==> src/rtl/fetch_ctrl_pkg.sv <==
// Shared encodings for the program loader: FSM state values, UART command
// bytes and the default terminating instruction word.
package fetch_ctrl_pkg;

   typedef enum logic [2:0] {
      ST_IDLE = 3'd0,
      ST_LOAD = 3'd1,
      ST_RUN  = 3'd2,
      ST_STEP = 3'd3,
      ST_DONE = 3'd4
   } state_t;

   localparam int          BYTE_W        = 8;
   localparam int          LEN_DEF       = 32;
   localparam int          RAM_DEPTH_DEF = 2048;
   localparam logic [31:0] HALT_WORD_DEF = 32'hFFFF_FFFF;

   localparam logic [7:0] CMD_LOAD_DEF = 8'h4C;
   localparam logic [7:0] CMD_RUN_DEF  = 8'h52;
   localparam logic [7:0] CMD_STEP_DEF = 8'h53;
   localparam logic [7:0] CMD_NEXT_DEF = 8'h4E;

endpackage

==> src/rtl/word_assembler.sv <==
// Shifts received bytes in MSB-first and strobes word_valid, combinationally,
// in the same cycle the fourth byte of a word arrives.
module word_assembler
   import fetch_ctrl_pkg::*;
#(
   parameter int LEN = 32
)(
   input  logic              clk,
   input  logic              rst,
   input  logic              clear,
   input  logic              valid,
   input  logic [BYTE_W-1:0] data,
   output logic [LEN-1:0]    word,
   output logic              word_valid
);

   logic [LEN-1:0] shift;
   logic [1:0]     count;

   assign word       = {shift[LEN-BYTE_W-1:0], data};
   assign word_valid = valid && (count == 2'd3);

   // The count wraps to 0 after the fourth byte, so words pack back to back.
   always_ff @(posedge clk or negedge rst) begin
      if (!rst) begin
         shift <= '0;
         count <= 2'd0;
      end else if (clear) begin
         shift <= '0;
         count <= 2'd0;
      end else if (valid) begin
         shift <= word;
         count <= count + 2'd1;
      end
   end

endmodule

==> src/rtl/program_loader_ctrl.sv <==
// Loads a program from the debug UART into instruction memory, then gates
// the pipeline enable in continuous-run or single-step mode until halt.
module program_loader_ctrl
   import fetch_ctrl_pkg::*;
#(
   parameter int             LEN               = LEN_DEF,
   parameter int             RAM_DEPTH_PROGRAM = RAM_DEPTH_DEF,
   parameter logic [LEN-1:0] HALT_WORD         = HALT_WORD_DEF,
   parameter logic [7:0]     CMD_LOAD          = CMD_LOAD_DEF,
   parameter logic [7:0]     CMD_RUN           = CMD_RUN_DEF,
   parameter logic [7:0]     CMD_STEP          = CMD_STEP_DEF,
   parameter logic [7:0]     CMD_NEXT          = CMD_NEXT_DEF
)(
   input  logic           i_clk,
   input  logic           i_rst,
   input  logic [7:0]     i_rx_data,
   input  logic           i_rx_done,
   input  logic           i_halt,
   output logic           o_preload_flag,
   output logic [LEN-1:0] o_preload_address,
   output logic [LEN-1:0] o_preload_instruction,
   output logic           o_enable_pipeline,
   output logic [LEN-1:0] o_cycles,
   output logic [2:0]     o_state,
   output logic           o_done,
   output logic           o_error
);

   state_t         state, nxt_state;
   logic           loaded, nxt_loaded;
   logic [LEN-1:0] addr;
   logic [LEN-1:0] word;
   logic           word_valid;
   logic           asm_clear, asm_valid;
   logic           last_addr;
   logic           write, nxt_enable, nxt_error, clear_cycles;

   assign asm_clear = (state == ST_IDLE) && i_rx_done && (i_rx_data == CMD_LOAD);
   assign asm_valid = (state == ST_LOAD) && i_rx_done;
   assign last_addr = (addr == LEN'(RAM_DEPTH_PROGRAM - 1));
   assign o_state   = state;

   word_assembler #(.LEN(LEN)) u_word_assembler (
      .clk        (i_clk),
      .rst        (i_rst),
      .clear      (asm_clear),
      .valid      (asm_valid),
      .data       (i_rx_data),
      .word       (word),
      .word_valid (word_valid)
   );

   always_comb begin
      nxt_state    = state;
      nxt_loaded   = loaded;
      nxt_enable   = 1'b0;
      nxt_error    = 1'b0;
      write        = 1'b0;
      clear_cycles = 1'b0;
      case (state)
         ST_IDLE: begin
            if (i_rx_done) begin
               if (i_rx_data == CMD_LOAD) begin
                  nxt_state = ST_LOAD;
               end else if ((i_rx_data == CMD_RUN) && loaded) begin
                  nxt_state    = ST_RUN;
                  nxt_enable   = 1'b1;
                  clear_cycles = 1'b1;
               end else if ((i_rx_data == CMD_STEP) && loaded) begin
                  nxt_state    = ST_STEP;
                  clear_cycles = 1'b1;
               end else begin
                  nxt_error = 1'b1;
               end
            end
         end
         ST_LOAD: begin
            if (word_valid) begin
               write = 1'b1;
               // A full memory without a halt word still counts as loaded,
               // but the truncation is flagged.
               if ((word == HALT_WORD) || last_addr) begin
                  nxt_state  = ST_IDLE;
                  nxt_loaded = 1'b1;
                  nxt_error  = (word != HALT_WORD);
               end
            end
         end
         ST_RUN: begin
            if (i_halt) nxt_state = ST_DONE;
            else        nxt_enable = 1'b1;
         end
         ST_STEP: begin
            // Halt takes priority over a coincident NEXT.
            if (i_halt)                                      nxt_state = ST_DONE;
            else if (i_rx_done && (i_rx_data == CMD_NEXT))  nxt_enable = 1'b1;
         end
         ST_DONE: begin
            nxt_state  = ST_IDLE;
            nxt_loaded = 1'b0;
         end
         default: nxt_state = ST_IDLE;
      endcase
   end

   always_ff @(posedge i_clk or negedge i_rst) begin
      if (!i_rst) begin
         state                 <= ST_IDLE;
         loaded                <= 1'b0;
         addr                  <= '0;
         o_preload_flag        <= 1'b0;
         o_preload_address     <= '0;
         o_preload_instruction <= '0;
         o_enable_pipeline     <= 1'b0;
         o_cycles              <= '0;
         o_done                <= 1'b0;
         o_error               <= 1'b0;
      end else begin
         state             <= nxt_state;
         loaded            <= nxt_loaded;
         o_preload_flag    <= write;
         o_enable_pipeline <= nxt_enable;
         o_done            <= (nxt_state == ST_DONE);
         o_error           <= nxt_error;
         if (write) begin
            o_preload_address     <= addr;
            o_preload_instruction <= word;
         end
         if (asm_clear)                addr <= '0;
         else if (write && !last_addr) addr <= addr + LEN'(1);
         // Counts cycles in which the pipeline was actually enabled.
         if (clear_cycles)
            o_cycles <= '0;
         else if (o_enable_pipeline && (o_cycles != '1))
            o_cycles <= o_cycles + LEN'(1);
      end
   end

endmodule

==> config.mk <==
export PLATFORM = sky130hd
export DESIGN_NAME = program_loader_ctrl
export DESIGN_NICKNAME = d
export VERILOG_FILES = /design/src/rtl/fetch_ctrl_pkg.sv /design/src/rtl/word_assembler.sv /design/src/rtl/program_loader_ctrl.sv
export SDC_FILE = /design/constraint.sdc
export NUM_CORES = 1
export LEC_CHECK = 0
export BUFFER_PORTS_ARGS = -buffer_cell sky130_fd_sc_hd__buf_4
export CAP_MARGIN = 20
export CORE_MARGIN = 2
export CORE_UTILIZATION = 57
export DETAILED_ROUTE_END_ITERATION = 10
export PLACE_DENSITY = 0.8
export SLEW_MARGIN = 10
export SYNTH_ARGS = -nofsm -noshare
export SYNTH_HDL_FRONTEND = slang
export SYNTH_SLANG_ARGS = --single-unit
==> constraint.sdc <==
create_clock -name i_clk -period 3 [get_ports i_clk]
set_input_delay 0.6 -clock i_clk [delete_from_list [all_inputs] [get_ports i_clk]]
set_output_delay 0.6 -clock i_clk [all_outputs]
set_load 0.01 [all_outputs]
==> results.ini, run 1 <==
[cells_and_area]
fillers=1015
final_cell_mix=nand2_1, dfrtp_1, buf_4
layout_commonest_cell=nand2_1
nNetsFinal=950
final_util_pct=71.5
n_antenna_cell=0
area_growth_pct=21.3
drive_above_1_share_pct=17.9

[synth]
synth_top_family_by_area=simple AND/OR/NAND/NOR gates
async_flop_share_pct=100
synth.yosys.seq_area_share_pct=54.0
synth_cells=836
syn_area_um2=7500
synth_fa_ha_area_share_pct=0.500
syn_avg_cell_area_um2=8.97
synth_compound_area_share_pct=10.8
yosysWarnings=0
synth_edf_count=0
yosys.area_share.xor_xnor_pct=1.75
synth_mux_area_share_pct=0.400
syn_nets=851
ys_seq_elements=162
synth_simple_gate_area_share_pct=29.4
synth.distinct_cells=55
synthFlopType=dfrtp_1

[routing]
drt-vias-per-instance=6.00
dr.first_iter.drc_count=608
remaining_drc_errors=0
ant_nets=0
wl_per_cell_um=16.5
drt-pass1-iter-count=5
drt_wl_total_um=18500
vias=6722

[cts]
cts_buffer_depth=2
cts_max_level=4
hold_buffers=0
cts-buffers-inserted=17
cts_setup_buffers=0
cts.sinks=162
cts_tree=yes
insertion_delay_ps=430
clk_pin_slew_ps=60
cts-root-buf=clkbuf_16
post_cts_resize_count=0

[global_route]
top_usage_layer=met2
grt-ovfl-total=0
met3_usage_pct=5.69
grt.met2_usage_pct=43.8
grt_pass1_wl_um=31100
grt_util_all_layers_pct=27.1
grt_max_degree=81
antenna_found_initial=0
grt_use_met1_pct=36.0
grt_pass1_vias=6267

[critical_path]
end_kind=register
worstSetupPathType=register to register
r2r_cells=5
path_max_fanout=11
cp-start-kind=register
cp.arrival_ps=2800
required_ps=3300

[timing]
fin_crit_ps=2500
skew_ps=9.82
maxSlewViolCount=0
slew_headroom_pct=40.5
fin_tns_setup_ps=0
layout_setup_ws_ps=503
rsz0062_at_grt=no
worst_pin_slew_ps=886
setup_viol_count_final=0
hold_violations=0
timing.fmax_mhz=400
final.period_utilization_pct=83.2

[placement]
pre_cts_ws_ps=391
hpwl_um=12500
io_buffers=114
gp_congestion=0.863

[flow_run]
drv_cap=0

[pwr]
powerDensity_nw_per_um2=652
total_power_w=0.00593
peakVddDrop_uv=563
leakage_nw=4.26

[floorplanning]
dieArea_um2=14100
io_pins=115
core-area_um2=12700
std_cell_rows=41
die_h_um=119
start_util_pct=59.0
die_w_um=119

[worst_hold_path]
hp-class=input pin to async pin

[run_status]
outcome=finished, final reports clean

Yosys cell counts, types with 2 or more instances:
library cell  instances  area, µm²
buf_1                 6       22.5
nand3_1              34        170
nor3_1               10       50.1
xnor2_1              13        114
and3_1                6       37.5
a41o_1                3       30.0
o21a_1                3       22.5
nor4_4                2       42.5
o21ai_1               6       30.0
a31oi_1               4       25.0
and4_1                9       78.8
nor4_1               14       87.6
dfrtp_1             162       4050
o2111ai_1             2       17.5
ha_1                  3       37.5
or3_1                17        106
o311ai_1              2       17.5
o211ai_1              4       30.0
inv_1                10       37.5
o31ai_1              19        143
buf_2                11       55.1
nor2_1               31        116
xor2_1                2       17.5
or4_1                24        180
a211oi_1              5       37.5
o21ai_0              18       90.1
a21oi_1              58        290
clkbuf_1             31        116
nor4b_1               2       17.5
nand2_1             272       1020
and3b_1               2       17.5
nand4_1              26        163
mux2i_1               3       30.0
report_power, final:
group          total, W  internal (W)  switching (W)
clock           0.00213       0.00124       0.000883
sequential      0.00272       0.00249       0.000225
combinational   0.00108      0.000474       0.000610
total           0.00593       0.00421        0.00172
layout make-up:
type | instances | area [µm²] | share of cell area (%)
clock inverter | 13 | 138 | 1.51
inverter | 11 | 41.3 | 0.454
sequential | 162 | 4050 | 44.6
tap | 172 | 215 | 2.37
timing repair buffer | 128 | 977 | 10.7
multi-input combinational | 615 | 3230 | 35.5
clock buffer | 19 | 443 | 4.87
worst max-delay path: stages, from the launching register on:
cell and delay, ps:
dfrtp_1 470, or4b_1 680, or4_1 790, buf_4 270, o211ai_1 90, nand2_1 70
kinds of logic (layout without fill, tap and decap cells):
group | after synthesis | count (layout)
xor+xnor | 15 | 15
simple gates | 462 | 462
fa+ha+maj | 3 | 3
flops | 162 | 162
compound gates | 132 | 132
buf+inv | 59 | 171
mux | 3 | 3
flip-flops by register name, indices dropped and copies added (netlist names):
register	cells
o_cycles	32
addr	32
o_done	1
u_word_assembler.count	2
o_preload_address	32
o_state	3
o_error	1
u_word_assembler.shift	24
o_preload_instruction	32
o_enable_pipeline	1
loaded	1
o_preload_flag	1
per-layer routing:
layer	vias to the layer above	part of all wire (%)
li1	3136	-
met2	258	50
met4	0	2.2
met5	-	0
met3	45	6.2
met1	3283	42
metrics by stage:
| step | instance area (µm²) | hold WS [ps] | std cells |
|---|---|---|---|
| after floorplan | 7500 | 304 | 836 |
| final | 9100 | 102 | 1120 |
| after detailed placement | 8520 | 464 | 1088 |
| after global routing | 9100 | 123 | 1120 |
| after CTS | 9100 | 115 | 1120 |
| after global placement | 8520 | 461 | 1088 |
worst paths after layout:
| path | start | end | slack [ps] |
|---|---|---|---|
| setup / recovery | o_state[1] | addr[5] | 500 |
| hold / removal | i_rst | o_cycles[16] | 100 |
| setup reg to reg | o_state[1] | addr[5] | 500 |
| hold reg to reg | o_preload_address[9] | o_preload_address[9] | 480 |
| max in group asynchronous | i_rst | u_word_assembler.count[0] | 2080 |
| min in group i_clk | i_rx_data[0] | o_enable_pipeline | 410 |
No activity file was read; power rests on OpenSTA's default activity.
==> run 2, diff against run 1 <==
ABC_AREA = 1   (was not set)
CORE_UTILIZATION = 52   (was 57)
PLACE_DENSITY = 0.76   (was 0.8)
clock period = 2.15 ns   (was 3 ns; I/O delays follow)
==> run 2 against run 1 <==
Sequential cell count did not move. Clock-buffer cell count rose by 1. First-iteration DRC count rose by 44%. Synthesized cell count rose by 40%. Cell count rose by 35%. Core utilization fell by 7.4 points. Largest cell class unchanged.
==> results.ini, run 2 <==
[run_status]
outcome=finished, final reports clean

[pwr]
p_switching_w=0.00316
powerDensity_nw_per_um2=935
intPower_w=0.00641
netSwitchingFraction_pct=33.0
clock_power_share_pct=30.6
p_comb_share_pct=25.2
peakVddDrop_uv=704
leakage_nw=5.19
seqPwrFrac_pct=44.2

[cells_and_area]
nNetsFinal=1301
drive_above_1_share_pct=14.7
fin_cells=1511
layout_commonest_cell=nand2_1
final_util_pct=64.1
area_growth_pct=20.4
n_antenna_cell=0
fillers=1483
final_cell_mix=nand2_1, nor2_1, dfrtp_1

[synth]
synthFlopType=dfrtp_1
synth_cells=1167
syn_area_um2=8490
yosysTopAreaCell=dfrtp_1
ys_top_cells_by_count=nand2_1, nor2_1, dfrtp_1
synth_edf_count=0
synth.yosys.seq_area_share_pct=47.7
ys_seq_elements=162
synth_most_common_cell=nand2_1
yosysWarnings=0
syn_nets=1182
synth_top_area_share_pct=47.7
async_flop_share_pct=100
yosys-top-cells-area=dfrtp_1, nand2_1, nor2_1
synth.distinct_cells=30
syn_avg_cell_area_um2=7.28

[global_route]
grt_pass1_wl_um=37200
grt_util_all_layers_pct=26.5
antenna_found_initial=0
grt_use_met1_pct=39.3
grt_pass1_vias=7186
grt.met2_usage_pct=40.3
met3_usage_pct=5.54
grt-ovfl-total=0
grt_max_degree=79
top_usage_layer=met2

[cts]
cts-buffers-inserted=17
cts_tree=yes
clk_pin_slew_ps=60
cts-root-buf=clkbuf_16
cts_buffer_depth=2
cts_max_level=4
cts_setup_buffers=0
insertion_delay_ps=440
cts.sinks=162

[timing]
rsz0062_at_grt=no
setup_viol_count_final=0
slew_headroom_pct=61.2
hold_violations=0
fin_tns_setup_ps=0
maxSlewViolCount=0
worst_pin_slew_ps=582
timing.fmax_mhz=505
fin_crit_ps=1980
final.period_utilization_pct=92.1
skew_ps=8.79
hold_slack_ps=222

[floorplanning]
std_cell_rows=46
start_util_pct=53.3
die_w_um=132
dieArea_um2=17400
die_h_um=132
core-area_um2=15900
io_pins=115

[critical_path]
cp.arrival_ps=2330
timing.rr.end=o_cycles[0]
cp-start-kind=register
r2r_cells=10
r2r_setup_slack_ps=170
required_ps=2500
rr_startpoint=o_cycles[1]
path_max_fanout=14
end_kind=register
worstSetupPathType=register to register

[routing]
drt-vias-per-instance=5.27
drt-pass1-iter-count=6
dr.first_iter.drc_count=873
drt_wl_total_um=22500
remaining_drc_errors=0
wl_per_cell_um=14.9
ant_nets=0
vias=7965

[placement]
dp.cells=1482
io_buffers=114
hpwl_um=16000
gp_congestion=0.982

[worst_hold_path]
hold_path_end=o_enable_pipeline
hp-class=input pin to register
min_delay_path_depth=2
min-delay-start=i_rx_data[0]

[flow_run]
drv_cap=0

[run 2: changes by cell type after synthesis, sizes merged, moves of 11 or more]
cell,previous run,this run
nor2,31,172
xnor2,13,2
nand4,26,42
or3,17,0
nand2,272,399
nand3,35,87
a21oi,58,27
or4,24,0
o21ai,24,70
inv,11,127
xor2,2,19
nor4,17,0
clkbuf,31,20
o31ai,19,1
[run 2: timing repair]
| item | CTS | global route |
|---|---|---|
| hold buffers | 1 | 0 |
| setup endpoints to repair | 0 | 48 |
| endpoints found under the hold margin | 51 | 0 |
| resized for setup | 0 | 5 |
[run 2: cell type report]
cell class | instances | area [µm²] | area share [%]
Timing Repair Buffer | 138 | 1100 | 10.8
Inverter | 127 | 479 | 4.69
Clock buffer | 20 | 437 | 4.27
Clock inverter | 8 | 110 | 1.08
Tap cell | 216 | 270 | 2.64
Multi-Input combinational cell | 840 | 3780 | 36.9
Sequential cell | 162 | 4050 | 39.6
[run 2: logic make-up (layout without fill, tap and decap cells)]
kind of cell,count (synthesis),after routing,synth area share (%)
compound gates,100,100,5.95
fa+ha+maj,3,3,0.442
flops,162,162,47.7
buf+inv,165,293,8.09
xor+xnor,21,21,2.17
simple gates,716,716,35.6
[run 2: metal layers]
| metal | routed length (µm) | share of wire, % | vias up |
|---|---|---|---|
| met5 | 0 | 0 | - |
| met4 | 312 | 1.4 | 0 |
| met3 | 1550 | 6.9 | 29 |
| met2 | 10200 | 45 | 286 |
| met1 | 10400 | 46 | 3735 |
| li1 | - | - | 3915 |
[run 2: worst max-delay path, cell delays in order, from the launching register on]
cell and delay (ps):
dfrtp_1 440, ha_1 260, inv_1 100, nor2_4 180, nand2_2 110, nor2_4 140, nand2_2 90, nand2_4 150
buf_6 190, nand2_1 80, o21ai_1 150
[run 2: how the worst max path moves through the flow]
stage | start | slack [ps] | end
2_1_floorplan | o_cycles[0] | 440 | o_cycles[0]
3_3_place_gp | o_state[1] | 210 | addr[3]
3_5_place_dp | o_cycles[1] | 70 | o_cycles[8]
4_1_cts | o_cycles[1] | 40 | o_cycles[8]
5_1_grt | o_cycles[1] | 40 | o_cycles[8]
6_report | o_cycles[1] | 170 | o_cycles[0]
[run 2: per-stage QoR]
stage                     total power [W]  worst slack [ps]  area [µm²]
after floorplan                   0.00552               437        8490
after global placement            0.00660               208        9650
after detailed placement          0.00667              73.1        9650
after CTS                         0.00960              38.5       10200
after global routing               0.0101              43.5       10200
final                             0.00957               171       10200
[run 2: power groups by stage]
stage | logic [W] | registers (W) | clock network [W]
floorplan | 0.00119 | 0.00433 | 0
global placement | 0.00234 | 0.00426 | 0
detailed placement | 0.00241 | 0.00426 | 0
CTS | 0.00243 | 0.00422 | 0.00295
global route | 0.00270 | 0.00431 | 0.00311
finish | 0.00241 | 0.00423 | 0.00293
==> run 3, diff against run 2 <==
CORE_UTILIZATION = 40   (was 52)
PLACE_DENSITY = 0.63   (was 0.76)
==> run 3 against run 2 <==
Cell area is 1.1% higher. Clock power increased by 6%. Register-to-register slack better by 180 ps. Maximum frequency up 9.9%. Critical endpoint is now o_cycles[17].
==> results.ini, run 3 (synthesized netlist as in run 2, its figures left out) <==
[cts]
cts_max_level=4
cts.sinks=162
cts-root-buf=clkbuf_16
clk_pin_slew_ps=70
cts-buffers-inserted=17
cts_setup_buffers=0
insertion_delay_ps=430
cts_buffer_depth=2
cts_tree=yes

[flow_run]
drv_cap=0

[routing]
dr.first_iter.drc_count=606
drt-pass1-iter-count=5
ant_nets=0
wl_per_cell_um=14.6
vias=7723
remaining_drc_errors=0
drt-vias-per-instance=4.92
drt_wl_total_um=23000

[pwr]
total_power_w=0.00977
peakVddDrop_uv=613
leakage_nw=5.22
powerDensity_nw_per_um2=945

[global_route]
grt_pass1_wl_um=37200
antenna_found_initial=0
grt_use_met1_pct=30.5
grt.met2_usage_pct=32.0
top_usage_layer=met2
grt_max_degree=61
grt-ovfl-total=0
met3_usage_pct=3.87
grt_util_all_layers_pct=21.0
grt_pass1_vias=7115

[floorplanning]
dieArea_um2=22400
core-area_um2=21000
die_w_um=150
std_cell_rows=53
start_util_pct=40.5
die_h_um=150
io_pins=115

[critical_path]
path_cells=ha_1 -> inv_1 -> nor2_4 -> nand2_2 -> nor2_4 -> nand2_2 -> nand2_2 -> inv_2 -> nand4_1 -> nand2_1
cp_num_buf_inv=2
cp_common_cell=nand2_2
critical_path.slowest_cell=inv_2
r2r_setup_slack_ps=350
critPathCapture=o_cycles[17]
required_ps=2510
end_kind=register
crit_family=simple AND/OR/NAND/NOR gates
worstSetupPathType=register to register
path_max_fanout=30
cp-startpoint=o_cycles[0]
cp.arrival_ps=2160
timing.rr.end=o_cycles[17]
r2r_cells=10
max_stage_delay_ps=410
rr_startpoint=o_cycles[0]
worst-path-stages=10
cp-start-kind=register

[timing]
final.period_utilization_pct=83.7
skew_ps=12.4
slew_headroom_pct=64.9
timing.fmax_mhz=555
hold_violations=0
worst_pin_slew_ps=526
setup_viol_count_final=0
hold_slack_ps=217
fin_crit_ps=1800
maxSlewViolCount=0
rsz0062_at_grt=no
fin_tns_setup_ps=0

[placement]
io_buffers=114
hpwl_um=16700
gp_congestion=0.916

[cells_and_area]
n_antenna_cell=0
area_growth_pct=21.7
nNetsFinal=1297
layout_commonest_cell=nand2_1
fillers=2159
final_cell_mix=nand2_1, nor2_1, dfrtp_1
drive_above_1_share_pct=14.8

[worst_hold_path]
min_delay_path_depth=2
hp-class=input pin to register

[run_status]
outcome=finished, final reports clean

[run 3: layout make-up]
cell class              count  area (µm²)  area share [%]
well taps                 275         344            3.33
multi-input cells         840        3770            36.5
repair buffers            134        1100            10.6
inverters                 127         477            4.61
flip-flops and latches    162        4050            39.2
clock buffers              20         467            4.51
clock inverters            11         126            1.22
[run 3: what timing repair did]
action                    CTS  global route
hold endpoints to repair   17             0
hold buffers                1             0
resized for setup           0             0
[run 3: how the worst min path moves through the flow]
stage	start	endpoint
global placement	i_rst	o_preload_address[22]
finish	i_rx_data[0]	o_enable_pipeline
detailed placement	i_rst	o_preload_address[22]
CTS	i_rx_data[0]	o_enable_pipeline
floorplan	i_rst	addr[0]
global route	i_rx_data[0]	o_enable_pipeline
[run 3: layer usage]
layer | vias up | routed length [µm]
met2 | 186 | 10300
li1 | 3910 | -
met3 | 27 | 1180
met5 | - | 0
met1 | 3600 | 11100
met4 | 0 | 328
[run 3: worst register-to-register path, stage by stage (launching register included)]
cell and delay (ps):
dfrtp_1 380, ha_1 240, inv_1 100, nor2_4 50, nand2_2 100, nor2_4 60
nand2_2 80, nand2_2 80, inv_2 410, nand4_1 150, nand2_1 90
[run 3: metrics by stage]
stage	util (%)	instances	cell area (µm²)	worst slack (ps)
CTS	49.3	1569	10300	319
global route	49.3	1569	10300	140
detailed placement	46.5	1537	9740	250
finish	49.3	1569	10300	349
floorplan	-	1167	8490	437
global placement	46.5	1537	9740	296
[run 3: power breakdown]
part / switching (W) / internal, W / leakage, nW / total, W
logic: 0.00139 / 0.00102 / 2.77 / 0.00241
registers: 0.000522 / 0.00372 / 2.16 / 0.00424
clock network: 0.00131 / 0.00180 / 0.293 / 0.00312
total: 0.00322 / 0.00654 / 5.22 / 0.00977
